### src/rtl/feature_framer.sv
`timescale 1ns/1ps
// feature_framer
// Collects one CHANNEL_WIDTH-bit feature per sensor beat into a full frame and
// hands completed frames to the fusion core over a valid/ready port. An assembly
// register and an output register form a double buffer, so one frame can stream
// in while the previous one waits for the core. Frames that end early or run
// long are discarded and reported with a one-cycle error pulse.
module feature_framer #(
    parameter int NUM_CHANNEL   = 214,
    parameter int CHANNEL_WIDTH = 2,
    parameter int CNT_WIDTH     = $clog2(NUM_CHANNEL)
) (
    input  logic                                 clk,
    input  logic                                 rst,
    input  logic                                 s_valid,
    output logic                                 s_ready,
    input  logic [CHANNEL_WIDTH-1:0]             s_data,
    input  logic                                 s_last,
    output logic                                 fin_valid,
    input  logic                                 fin_ready,
    output logic [NUM_CHANNEL*CHANNEL_WIDTH-1:0] features_top,
    output logic                                 err_short,
    output logic                                 err_long,
    output logic [15:0]                          frame_count
);

    localparam int FRAME_W = NUM_CHANNEL * CHANNEL_WIDTH;
    localparam logic [CNT_WIDTH-1:0] LAST_IDX = CNT_WIDTH'(NUM_CHANNEL - 1);

    typedef enum logic [1:0] {
        FILL = 2'd0,
        DROP = 2'd1,
        HOLD = 2'd2
    } state_t;

    state_t               state;
    state_t               state_next;
    logic [CNT_WIDTH-1:0] idx;
    logic [FRAME_W-1:0]   asm_reg;
    logic [FRAME_W-1:0]   asm_next;

    logic beat;
    logic at_last;
    logic out_free;
    logic complete;
    logic load_out;

    // A frame may enter the output register when it is empty or being drained now.
    assign beat     = s_valid && s_ready;
    assign at_last  = (idx == LAST_IDX);
    assign out_free = !fin_valid || fin_ready;
    assign complete = beat && (state == FILL) && at_last && s_last;
    assign load_out = (complete || (state == HOLD)) && out_free;

    // State register
    always_ff @(posedge clk or negedge rst) begin
        if (!rst) begin
            state <= FILL;
        end else begin
            state <= state_next;
        end
    end

    // Next-state logic: completion, overrun into DROP, and parking in HOLD
    always_comb begin
        state_next = state;
        case (state)
            FILL: begin
                if (beat && at_last) begin
                    if (!s_last) begin
                        state_next = DROP;
                    end else if (!out_free) begin
                        state_next = HOLD;
                    end
                end
            end
            DROP: begin
                if (beat && s_last) begin
                    state_next = FILL;
                end
            end
            HOLD: begin
                if (out_free) begin
                    state_next = FILL;
                end
            end
            default: state_next = FILL;
        endcase
    end

    // Output decode: the sensor is stalled only while a finished frame is parked
    always_comb begin
        s_ready = (state != HOLD);
    end

    // Assembly image including the beat being accepted this cycle (channel 0 in the MSBs)
    always_comb begin
        asm_next = asm_reg;
        if ((state == FILL) && beat) begin
            for (int k = 0; k < NUM_CHANNEL; k++) begin
                if (idx == CNT_WIDTH'(k)) begin
                    asm_next[(NUM_CHANNEL - k) * CHANNEL_WIDTH - 1 -: CHANNEL_WIDTH] = s_data;
                end
            end
        end
    end

    // Assembly register and beat index; the index restarts on any frame boundary
    always_ff @(posedge clk or negedge rst) begin
        if (!rst) begin
            asm_reg <= '0;
            idx     <= '0;
        end else begin
            asm_reg <= asm_next;
            if (state != FILL) begin
                idx <= '0;
            end else if (beat) begin
                idx <= (s_last || at_last) ? '0 : idx + CNT_WIDTH'(1);
            end
        end
    end

    // Output register: only complete frames enter, and only when it is free
    always_ff @(posedge clk or negedge rst) begin
        if (!rst) begin
            features_top <= '0;
            fin_valid    <= 1'b0;
        end else if (load_out) begin
            features_top <= asm_next;
            fin_valid    <= 1'b1;
        end else if (fin_valid && fin_ready) begin
            fin_valid    <= 1'b0;
        end
    end

    // Accepted-frame counter and single-cycle drop indicators
    always_ff @(posedge clk or negedge rst) begin
        if (!rst) begin
            frame_count <= '0;
            err_short   <= 1'b0;
            err_long    <= 1'b0;
        end else begin
            if (fin_valid && fin_ready) begin
                frame_count <= frame_count + 16'd1;
            end
            err_short <= beat && (state == FILL) && s_last && !at_last;
            err_long  <= beat && (state == DROP) && s_last;
        end
    end

endmodule

### config.mk
export PLATFORM = sky130hd
export DESIGN_NAME = feature_framer
export DESIGN_NICKNAME = d
export VERILOG_FILES = /design/src/rtl/feature_framer.sv
export SDC_FILE = /design/constraint.sdc
export NUM_CORES = 1
export LEC_CHECK = 0
export CAP_MARGIN = 10
export CORE_AREA = 3 3 272 274
export DETAILED_ROUTE_END_ITERATION = 8
export DIE_AREA = 0 0 275 277
export PLACE_DENSITY = 0.72
export SETUP_SLACK_MARGIN = 0.5
export SLEW_MARGIN = 25
export SYNTH_ARGS = -nofsm -noshare
export SYNTH_HDL_FRONTEND = slang
export SYNTH_SLANG_ARGS = --single-unit
### constraint.sdc
create_clock -name clk -period 3 [get_ports clk]
set_input_delay 0.45 -clock clk [delete_from_list [all_inputs] [get_ports clk]]
set_output_delay 0.45 -clock clk [all_outputs]
set_load 0.05 [all_outputs]
==> flow_metrics.env <==
export IMPL_outcome="completed"
export IMPL_chipWidth_um=275
export IMPL_worst_pin_slew_ns=0.904
export IMPL_finalInstanceArea_um2=44400
export IMPL_cp_required_ns=3.51
export IMPL_finalPower_w=0.0251
export IMPL_nets=2758
export IMPL_syn_area_um2=35000
export IMPL_cts_tree="done"
export IMPL_numCtsBuffers=90
export IMPL_synthFlopType="dfrtp_1"
export IMPL_synthArstFlopShare_pct=100
export IMPL_diodes=0
export IMPL_critPathCaptureType="flop"
export IMPL_worst_path_max_fanout=11
export IMPL_synth_edf_count=0
export IMPL_die_area_um2=76200
export IMPL_route_detailed_drc=0
export IMPL_fin_skew_ns=0.0205
export IMPL_cp_common_cell="mux2_2"
export IMPL_worstSetupPathType="flop to flop"
export IMPL_place_congestion=0.848
export IMPL_fmax_mhz=410
export IMPL_switching_share_pct=21.8
export IMPL_post_dp_cell_area_um2=40800
export IMPL_path_delay_family="simple AND/OR/NAND/NOR gates"
export IMPL_multiInputGateArea_um2=11900
export IMPL_fin_hold_ws_ns=0.407
export IMPL_cts_root_buffer_cell="clkbuf_16"
export IMPL_yosysWarnings=0
export IMPL_peakVddDrop_mv=0.407
export IMPL_yosysTopAreaCell="dfrtp_1"
export IMPL_wl_mm=91.1
export IMPL_post_drt_via_cell_ratio=5.49
export IMPL_path_cells="buf_4 > or4b_1 > nor3_2 > mux2_2 > mux2_2"
export IMPL_hold_class="input port to flop"
export IMPL_maxCapViolCount=0
export IMPL_drive_gt1_share_pct=40.4
export IMPL_slew_headroom_pct=39.7
export IMPL_overflow=0
export IMPL_drt_iter0_drc=1127
export IMPL_rows=98
export IMPL_fin_tns_setup_ns=0
export IMPL_period_share_pct=81.3
export IMPL_grt_pass1_wl_mm=139
export IMPL_ioPinCount=455
export IMPL_cts_max_level=3
export IMPL_crit_buf_inv=1
export IMPL_p_leak_nw=21.4
export IMPL_syn_to_final_growth_pct=26.8
export IMPL_portBuffers=454
export IMPL_grt_max_degree=118
export IMPL_synth_area_leaders="dfrtp_1 (63%), mux2_2 (27%), nand3_1 (2.5%)"
export IMPL_hpwl_mm=59.7
export IMPL_crit_path_start_kind="flop"
export IMPL_syn_instance_count=2261
export IMPL_p_clk_share_pct=48.5
export IMPL_synth_top_area_share_pct=63.3
export IMPL_grt_usage_pct=23.8
export IMPL_p_comb_share_pct=3.5
export IMPL_yosys_top_cells_count="dfrtp_1 (885), mux2_2 (827), nand3_1 (172), clkbuf_1 (66), nor3_1 (53)"
export IMPL_synth_fp_nets=2273
export IMPL_p_seq_share_pct=48.1
export IMPL_worst_path_max_delay_cell="or4b_1"
export IMPL_ys_ff_latch=885
export IMPL_power_density_nw_per_um2=565
export IMPL_slew_violations=0
export IMPL_p_int_w=0.0196
export IMPL_power_switching_w=0.00548
export IMPL_detail_route_antenna_nets=0
export IMPL_synth_cell_types=46
export IMPL_clockBufferDepth=3
export IMPL_grt_pass1_vias=22400
export IMPL_clock_sinks=885
export IMPL_syn_area_per_cell_um2=15.5
export IMPL_start_util_pct=48.9
export IMPL_rsz0062_at_grt="no"
export IMPL_crit_path_max_incr_delay_ns=0.68
export IMPL_die_y_um=277
export IMPL_regArea_um2=22200
export IMPL_insertion_delay_ns=0.64
export IMPL_setup_violations=0
export IMPL_firstDrtPassIters=4
export IMPL_dr_total_vias=20700
export IMPL_finalHoldViolations=0
export IMPL_cts_clk_slew_worst_paths_ns=0.06
export IMPL_synth_most_common_cell="dfrtp_1"
export IMPL_antenna_found_initial=2
export IMPL_avgRoutedWirePerCell_um=24.2
export IMPL_fillers=5326
export IMPL_core_area_um2=71600
export IMPL_arrival_ns=2.95
export IMPL_seq_area_frac_synth_pct=63.3
export IMPL_finalCriticalPeriod_ns=2.44
-- stage by stage --
step	utilization [%]	worst slack [ns]	cells
6_report	62.0	0.562	3770
5_1_grt	62.0	0.484	3770
4_1_cts	61.7	0.479	3758
3_5_place_dp	57.0	0.0440	3590
3_3_place_gp	57.0	0.185	3590
2_1_floorplan	-	0.835	2261
-- layout make-up --
class | count | area share, %
repair buffers | 565 | 13.2
clock buffers | 121 | 5.88
inverters | 4 | 0.0338
multi-input cells | 1200 | 26.7
flip-flops and latches | 885 | 49.9
clock inverters | 45 | 1.54
well taps | 950 | 2.68
-- worst paths after layout --
kind,slack (ns),cells past startpoint,from,end
hold reg to reg,0.49,1,frame_count[15]$_DFFE_PN0P_,frame_count[15]$_DFFE_PN0P_
hold / removal,0.41,2,s_data[0],asm_reg[68]$_DFF_PN0_
max in group asynchronous,1.43,3,rst,asm_reg[309]$_DFF_PN0_
setup reg to reg,0.56,5,idx[5]$_DFFE_PN0P_,features_top[365]$_DFFE_PN0P_
min in group asynchronous,0.43,2,rst,asm_reg[101]$_DFF_PN0_
setup / recovery,0.56,5,idx[5]$_DFFE_PN0P_,features_top[365]$_DFFE_PN0P_
-- routing by layer --
metal	share of wire (%)	vias to the layer above	GRT usage [%]
li1	-	9029	-
met1	43	11100	31.5
met2	50	480	40.7
met3	4.4	138	3.72
met4	2.5	2	7.00
met5	0.016	-	0
-- cell families (layout without fill, tap and decap cells) --
group                    count (synthesis)  after routing  share of synthesized area [%]
flip-flops                             885            885                           63.3
multiplexers                           859            859                           27.6
AND/OR/NAND/NOR                        305            305                           5.09
buffers and inverters                  176            735                           3.13
XOR/XNOR                                16             16                          0.400
AO/OA/AOI/OAI                           15             15                          0.286
adder cells (fa/ha/maj)                  5              5                          0.179
-- power groups by stage --
| stage | registers (W) | logic [W] | clock network [W] |
|---|---|---|---|
| after floorplan | 0.0123 | 0.000310 | 0 |
| after global placement | 0.0123 | 0.000854 | 0 |
| after detailed placement | 0.0123 | 0.000880 | 0 |
| after CTS | 0.0121 | 0.000886 | 0.0124 |
| after global routing | 0.0121 | 0.000950 | 0.0129 |
| final | 0.0121 | 0.000868 | 0.0122 |
-- placed cells by master, fill, tap and decap left out, types with 4 or more instances in the layout --
cell type / instances
nor3_1: 45
ha_1: 4
clkdlybuf4s50_1: 449
buf_4: 74
bufinv_16: 14
xor2_1: 5
mux2_2: 827
clkbuf_8: 22
xnor2_1: 11
and4bb_2: 8
nor3_2: 10
nand3_1: 172
mux2_1: 30
clkinv_2: 18
a21oi_1: 5
clkbuf_16: 94
nor4b_2: 4
and3_1: 6
nand4bb_1: 6
nand2_1: 12
dfrtp_1: 881
clkinvlp_4: 6
clkbuf_1: 8
buf_6: 4
dfrtp_2: 4
nor2_1: 7
buf_12: 28
or4b_1: 4
inv_1: 4
-- what timing repair did --
| item | in CTS | in global routing |
|---|---|---|
| endpoints found under the hold margin | 50 | 0 |
| hold buffers | 1 | 0 |
| cloned | 0 | 3 |
| buffers inserted | 1 | 9 |
| setup endpoints to repair | 94 | 262 |
| pin swaps | 1 | 1 |
| resized for setup | 10 | 12 |
(Power assumes the default switching activity.)
